**config.mk**
```make
export PLATFORM = sky130hd
export DESIGN_NAME = cook_timer
export DESIGN_NICKNAME = d
export VERILOG_FILES = /design/src/rtl/cook_timer.sv
export SDC_FILE = /design/constraint.sdc
export NUM_CORES = 1
export LEC_CHECK = 0
export CAP_MARGIN = 25
export CORE_MARGIN = 2
export CORE_UTILIZATION = 25
export CTS_CLUSTER_DIAMETER = 30
export CTS_CLUSTER_SIZE = 24
export DETAILED_ROUTE_END_ITERATION = 7
export GPL_ROUTABILITY_DRIVEN = 1
export HOLD_SLACK_MARGIN = 0.03
export SETUP_SLACK_MARGIN = 0.15
export SYNTH_ARGS = -nofsm -noshare
export SYNTH_HDL_FRONTEND = slang
export SYNTH_SLANG_ARGS = --single-unit
export TNS_END_PERCENT = 20
```
**constraint.sdc**
```tcl
create_clock -name clk -period 3.6 [get_ports clk]
set_input_delay 0.36 -clock clk [delete_from_list [all_inputs] [get_ports clk]]
set_output_delay 0.36 -clock clk [all_outputs]
set_load 0.01 [all_outputs]
```
**src/rtl/cook_timer.sv**
```systemverilog
// cook_timer: BCD MM:SS countdown timer for the magnetron path.
// A 1 Hz prescaler paces the count while the controller holds enable high.
// timer_done is a registered level that tells the controller to reset its latch.
// Optional build macro: COOK_TIMER_ADD30_EN adds an add30 strobe (+30 s, saturating at 99:59).
module cook_timer #(
  parameter int TICK_DIV = 50_000_000,
  parameter int PRE_W    = 26
) (
  input  logic       clk,
  input  logic       reset,
  input  logic       enable,
  input  logic       clearn,
  input  logic       digit_valid,
  input  logic [3:0] digit,
`ifdef COOK_TIMER_ADD30_EN
  input  logic       add30,
`endif
  output logic [3:0] min_tens,
  output logic [3:0] min_ones,
  output logic [3:0] sec_tens,
  output logic [3:0] sec_ones,
  output logic       timer_done,
  output logic       tick
);

  logic [PRE_W-1:0] pre;
  logic [3:0]       nxt_mt, nxt_mo, nxt_st, nxt_so;
  logic             count_zero, run, wrap, digit_ok, dec_hit, add_hit;

  assign count_zero = (min_tens == 4'd0) && (min_ones == 4'd0) &&
                      (sec_tens == 4'd0) && (sec_ones == 4'd0);
  // The prescaler only advances while the magnetron is on and time is left.
  assign run      = enable && !count_zero;
  assign wrap     = run && (pre == PRE_W'(TICK_DIV - 1));
  assign digit_ok = !enable && digit_valid && (digit <= 4'd9);

`ifdef COOK_TIMER_ADD30_EN
  assign add_hit = add30;

  logic [6:0] sec_bin, min_bin, sec_norm;
  logic [7:0] sec_sum, min_sum;
  logic [1:0] carry;

  // Binary 0..99 to two BCD digits.
  function automatic logic [7:0] to_bcd(input logic [6:0] v);
    return {4'(v / 7'd10), 4'(v % 7'd10)};
  endfunction

  // Add 30 s in binary, normalise seconds mod 60 (entry may be up to 99 s,
  // so up to two minutes can carry), then saturate at 99:59.
  always_comb begin
    sec_bin  = 7'(sec_tens) * 7'd10 + 7'(sec_ones);
    min_bin  = 7'(min_tens) * 7'd10 + 7'(min_ones);
    sec_sum  = 8'(sec_bin) + 8'd30;
    carry    = 2'd0;
    sec_norm = sec_sum[6:0];
    if (sec_sum >= 8'd120) begin
      carry    = 2'd2;
      sec_norm = 7'(sec_sum - 8'd120);
    end else if (sec_sum >= 8'd60) begin
      carry    = 2'd1;
      sec_norm = 7'(sec_sum - 8'd60);
    end
    min_sum = 8'(min_bin) + 8'(carry);
  end
`else
  assign add_hit = 1'b0;
`endif

  // A tick that coincides with add30 is swallowed; the prescaler still wraps.
  assign dec_hit = wrap && !add_hit;

  // Next displayed count: add30 > digit shift > BCD borrow-chain decrement.
  always_comb begin
    nxt_mt = min_tens;
    nxt_mo = min_ones;
    nxt_st = sec_tens;
    nxt_so = sec_ones;
`ifdef COOK_TIMER_ADD30_EN
    if (add_hit) begin
      if (min_sum > 8'd99) begin
        {nxt_mt, nxt_mo} = 8'h99;
        {nxt_st, nxt_so} = 8'h59;
      end else begin
        {nxt_mt, nxt_mo} = to_bcd(min_sum[6:0]);
        {nxt_st, nxt_so} = to_bcd(sec_norm);
      end
    end else
`endif
    if (digit_ok) begin
      nxt_mt = min_ones;
      nxt_mo = sec_tens;
      nxt_st = sec_ones;
      nxt_so = digit;
    end else if (dec_hit) begin
      if (sec_ones != 4'd0) begin
        nxt_so = sec_ones - 4'd1;
      end else if (sec_tens != 4'd0) begin
        nxt_st = sec_tens - 4'd1;
        nxt_so = 4'd9;
      end else if (min_ones != 4'd0) begin
        nxt_mo = min_ones - 4'd1;
        nxt_st = 4'd5;
        nxt_so = 4'd9;
      end else if (min_tens != 4'd0) begin
        nxt_mt = min_tens - 4'd1;
        nxt_mo = 4'd9;
        nxt_st = 4'd5;
        nxt_so = 4'd9;
      end
    end
  end

  // Count, done flag, tick pulse and prescaler all update on the same edge.
  always_ff @(posedge clk) begin
    if (reset || !clearn) begin
      min_tens   <= 4'd0;
      min_ones   <= 4'd0;
      sec_tens   <= 4'd0;
      sec_ones   <= 4'd0;
      pre        <= '0;
      tick       <= 1'b0;
      timer_done <= 1'b1;
    end else begin
      min_tens   <= nxt_mt;
      min_ones   <= nxt_mo;
      sec_tens   <= nxt_st;
      sec_ones   <= nxt_so;
      timer_done <= ({nxt_mt, nxt_mo, nxt_st, nxt_so} == 16'h0000);
      tick       <= dec_hit;
      if (digit_ok && !add_hit)
        pre <= '0;
      else if (run)
        pre <= wrap ? '0 : pre + PRE_W'(1);
    end
  end

endmodule

```
==> results.md <==
- RSZ-0062 raised after global routing: yes
- Post-Place Cells: 460
- Core area: 9684 µm²
- Kind of start point of the critical path: register
- Critical-path cell list: inv_1 > ha_1 > or3b_1 > o41ai_4 > buf_4 > nor4_2 > a41oi_1 > a22oi_1 > or4_1 > o31ai_2
- Vias in the first global route: 2104
- Worst Path Buf+Inv: 2
- Commonest non-fill, non-tap cell in the layout: nor2_1
- Fillers: 1022
- Crit path DAT: 3.45 ns
- IO Port Bufs: 26
- CTS Buffer Depth: 2
- GRT Residual Overflow: 0
- Comb pwr share: 0.102
- DP HPWL: 4454 µm
- Fin nets: 349
- Layout area overhead: 21.66%
- Setup crit end kind: register
- Initial core utilization: 0.2559
- DRT Wirelength: 5970 µm
- Crit Path Class: reg2reg
- Clk pwr share: 0.389
- Area of the mapped netlist: 2479 µm²
- P_int: 0.7404 mW
- Register area share after synthesis: 0.3554
- Post-synth EDFFs: 0
- Pin count of the biggest net entering global routing: 25
- Place WS: 0.4292 ns
- Tot GR Track Use: 0.1120
- Antenna cells: 0
- Iteration count of the initial detailed-routing pass: 4
- Hold Vio Cnt, Final: 0
- Yosys warning count: 0
- Worst vdd ir: 0.0002032 V
- Htree depth: 2
- DIE AREA: 10730 µm²
- Drt wl/cell: 12.76 µm
- Setup TNS Final: 0 ns
- Die width: 103.6 µm
- Delay-heaviest family, CP: compound AO/OA/AOI/OAI gates
- Synthesized-area fraction occupied by adder cells: 0.03029
- Final ANT Viol Nets: 0
- Cell leakage power: 0.9669 nW
- Sw power: 0.2351 mW
- Tcrit/Tclk final: 0.8992
- Rows: 36
- Rel. slew slack: 0.5010
- FMAX: 0.3089 GHz
- Status: complete, no violations
- Number of non-filler instances in the completed layout: 468
- Commonest cells after routing, fill and taps aside: nor2_1, dfxtp_1, clkdlybuf4s50_1, nand2_1, inv_1
- Worst path required time: 3.81 ns
- Max-cap viol count: 0
- Final Cell Area: 3015 µm²
- Worst path slowest cell: or4_1
- Hold Buf Count CTS: 0
- Post-Syn Instances: 304
- Clk_skew: 0.005974 ns
- First DRT Iteration DRCs: 98
- Worst setup margin: 0.3628 ns
- Min Hold Slack: 0.5026 ns
- Area after DPL: 2899 µm²
- Post-CTS Resized: 0
- CTS tree: yes
- Post-CTS setup buffer count: 0
- Async SR Flop Fraction: 0
- Hold crit path type: reg2reg
- Main combinational cell family by area after synthesis: simple AND/OR/NAND/NOR gates
- Clk Latency, worst-skew pair: 0.30 ns
- Crit-path max FO: 10
- CTS root buf: clkbuf_8
- Worst-margin pin slew: 0.7470 ns
- Xor/xnor cell area share of the yosys netlist: 0.08127
- Final GP Congestion: 0.8581
- Remaining DRCs: 0
- Syn avg cell area: 8.153 µm²
- Post-Synth Simple-Gate Area: 0.3317
- TritonCTS Buffers: 5
- Initial antenna violation count: 0
- Max incr delay on CP: 0.54 ns
- Sw Ratio: 0.2410
- Post-synth net total: 319
- Number of setup violations in the final report: 0
- Avg Vias per Cell: 4.808
- Seq cells post-synth: 44
- Sequential share of power: 0.509
- Complex-gate fraction of the synthesized area: 0.1398
- Distinct cell type count of the synthesized netlist: 52
- I/O pin count: 27
- Share of post-route cells with drive strength above 1: 0.08657
- Post-synthesis mux area share: 0.01212
- Clock period minus worst slack: 3.237 ns
- Slew Viols, Final: 0
- Ys flop type: dfxtp_1
- Pwr Density: 323.5 nW/µm²
- Clk sinks: 44
- Clock transition at path regs: 0.08 ns
- Vias after detailed routing: 2250
- DIE HEIGHT: 103.6 µm
- First-pass GRT wire length: 10030 µm
[synth_stat cells (4+ instances only)]
cell	instances	area, µm²
nor2_1	45	168.9
dfxtp_1	44	880.8
nand2_1	23	86.33
inv_1	15	56.30
a21oi_1	12	60.06
nand3_1	12	60.06
nand4_1	12	75.07
xor2_1	12	105.1
nor3_1	11	55.05
xnor2_1	11	96.34
o21ai_0	10	50.05
nor4_1	7	43.79
and2_1	6	37.54
clkbuf_1	6	22.52
ha_1	6	75.07
or3_1	6	37.54
a31oi_1	4	25.02
nor2b_1	4	25.02
[flip-flops by register name, indices dropped and copies added, names as in the netlist]
name	cells
timer_done	1
tick	1
pre	26
sec_tens	4
sec_ones	4
min_tens	4
min_ones	4
[power by group through the flow]
stage / registers (mW) / clock network (mW) / logic (mW)
floorplan: 0.508 / 0 / 0.0626
global placement: 0.508 / 0 / 0.0979
detailed placement: 0.508 / 0 / 0.0989
CTS: 0.496 / 0.394 / 0.0996
global route: 0.497 / 0.412 / 0.109
finish: 0.496 / 0.380 / 0.0996
[worst paths after layout]
path	start	end	slack [ns]	cells past startpoint
worst max-delay path	sec_tens[0]	timer_done	0.36	10
worst min-delay path	pre[20]	pre[20]	0.50	2
worst max register to register	sec_tens[0]	timer_done	0.36	10
worst min register to register	pre[20]	pre[20]	0.50	2
[kinds of logic (layout without fill, tap and decap cells)]
logic type,after synthesis,after routing
AND/OR/NAND/NOR,153,153
AO/OA/AOI/OAI,49,49
flip-flops,44,44
buffers and inverters,26,57
XOR/XNOR,23,23
adder cells (fa/ha/maj),6,6
multiplexers,3,3
[stage by stage]
| step | power, mW | util |
|---|---|---|
| floorplan | 0.5710 | - |
| global placement | 0.6054 | 0.2994 |
| detailed placement | 0.6067 | 0.2994 |
| CTS | 0.9902 | 0.3105 |
| global route | 1.019 | 0.3114 |
| finish | 0.9755 | 0.3114 |
[worst reg2reg max path, stage by stage, from the launching register on]
cell	delay, ns
dfxtp_1	0.37
inv_1	0.13
ha_1	0.24
or3b_1	0.46
o41ai_4	0.53
buf_4	0.25
nor4_2	0.07
a41oi_1	0.24
a22oi_1	0.11
or4_1	0.54
o31ai_2	0.22
[final cells by class]
cell class / instances / area, µm² / share of cell area
tap: 133 / 166.4 / 0.05519
multi-input combinational: 234 / 1484 / 0.4921
clock inverter: 2 / 35.03 / 0.01162
timing repair buffer: 34 / 320.3 / 0.1062
sequential: 44 / 880.8 / 0.2921
inverter: 15 / 56.30 / 0.01867
clock buffer: 6 / 72.57 / 0.02407
[metal layers]
metal | routed length (µm) | track usage
met5 | 0 | 0
met4 | 58 | 0.02413
met3 | 297 | 0.03021
met2 | 2819 | 0.1883
met1 | 2795 | 0.1440
Note: power is estimated with default switching activity, not from simulation.
==> edit (config.mk and constraints unchanged) <==
The option `COOK_TIMER_ADD30_EN` is turned on by a define.
--- a/src/rtl/cook_timer.sv
+++ b/src/rtl/cook_timer.sv
@@ -2,6 +2,8 @@
 // A 1 Hz prescaler paces the count while the controller holds enable high.
 // timer_done is a registered level that tells the controller to reset its latch.
 // Optional build macro: COOK_TIMER_ADD30_EN adds an add30 strobe (+30 s, saturating at 99:59).
+`define COOK_TIMER_ADD30_EN
+
 module cook_timer #(
   parameter int TICK_DIV = 50_000_000,
   parameter int PRE_W    = 26
Ports: changed (added add30); port bits go from 27 to 28. The function was not compared with the original's and may differ.
==> edit against the unedited design <==
The run now ends with negative setup slack left. Via count is 110% higher. Routed wire length is 120% higher. Largest cell class unchanged. Total power grew to 5.7 times the old value. Combinational power grew to 45 times the old value. Sequential cell count stayed put. Clock skew is 0.0012 ns higher. Cell area is 120% higher. Fmax is 45% lower. Setup slack worse by 2.7 ns. Synthesized area is 75% higher.
==> edit: results (changes against the unedited design) <==
metric,value,unit,change
tightest_slew,0.601,ns,-0.146 ns
slowest_stage,fa_2,,
outcome,"complete, but fails checks",,
fin_ws,-2.32,ns,-2.69 ns
pre_cts_slack,-2.44,ns,-2.87 ns
slowest_delay,0.45,ns,-0.09 ns
dpl_cell_area,6130,µm²,+110%
grt_pass1_vias,4547,,+120%
startpoint,sec_tens[1],,
synth_cell_types,87,,+67%
gr-usage-met1,0.189,,+0.0449
violations,negative setup slack,,
gp_routability_congestion,0.849,,-1.1%
avgRoutedWirePerCell,13.6,µm,+6.4%
ctsResizeCount,21,,+21
skew,0.00722,ns,+0.00124 ns
hpwl,10600,µm,+140%
syn_inst,566,,+86%
p_seq,0.548,mW,+10%
layout.nonclk_buf_frac,0.242,,+0.136
ys_top_cells_by_count,"nor2_1, nand2_1, dfxtp_1",,
grt_max_degree,24,,-4.0%
clk_share,0.0252,,-0.0105
comb_power_share,0.810,,+0.708
layout.nets,797,,+130%
fill_cells,1764,,+73%
io_buffers,27,,+3.8%
power.switching,2.41,mW,+920%
finalSetupViolCount,17,,+17
vdd.ir_drop.worst,0.000704,V,+250%
multi_input_cells,475,,+100%
ys_seq_area_frac,0.203,,-0.152
vias_per_cell,4.86,,+1.0%
drive_gt1_frac,0.333,,+0.246
==> edit: changes by cell type after synthesis, moves of 6 or more <==
cell / unedited run / this run
a21o_1: 0 / 6
nor3_1: 11 / 21
o21ai_0: 10 / 23
xor2_1: 12 / 27
a21oi_1: 12 / 34
nand2_1: 23 / 47
a211oi_1: 2 / 13
nor2_1: 45 / 73
xnor2_1: 11 / 20
nand3_1: 12 / 31
inv_1: 15 / 28
clkbuf_1: 6 / 14
ha_1: 6 / 26
and3_1: 2 / 8
==> edit: cell families after synthesis <==
| group | count (synthesis) | share of synthesized area |
|---|---|---|
| flip-flops | 44 | 0.203 |
| XOR/XNOR | 51 | 0.113 |
| AND/OR/NAND/NOR | 240 | 0.279 |
| buffers and inverters | 47 | 0.0439 |
| multiplexers | 10 | 0.0248 |
| adder cells (fa/ha/maj) | 32 | 0.101 |
| AO/OA/AOI/OAI | 142 | 0.236 |
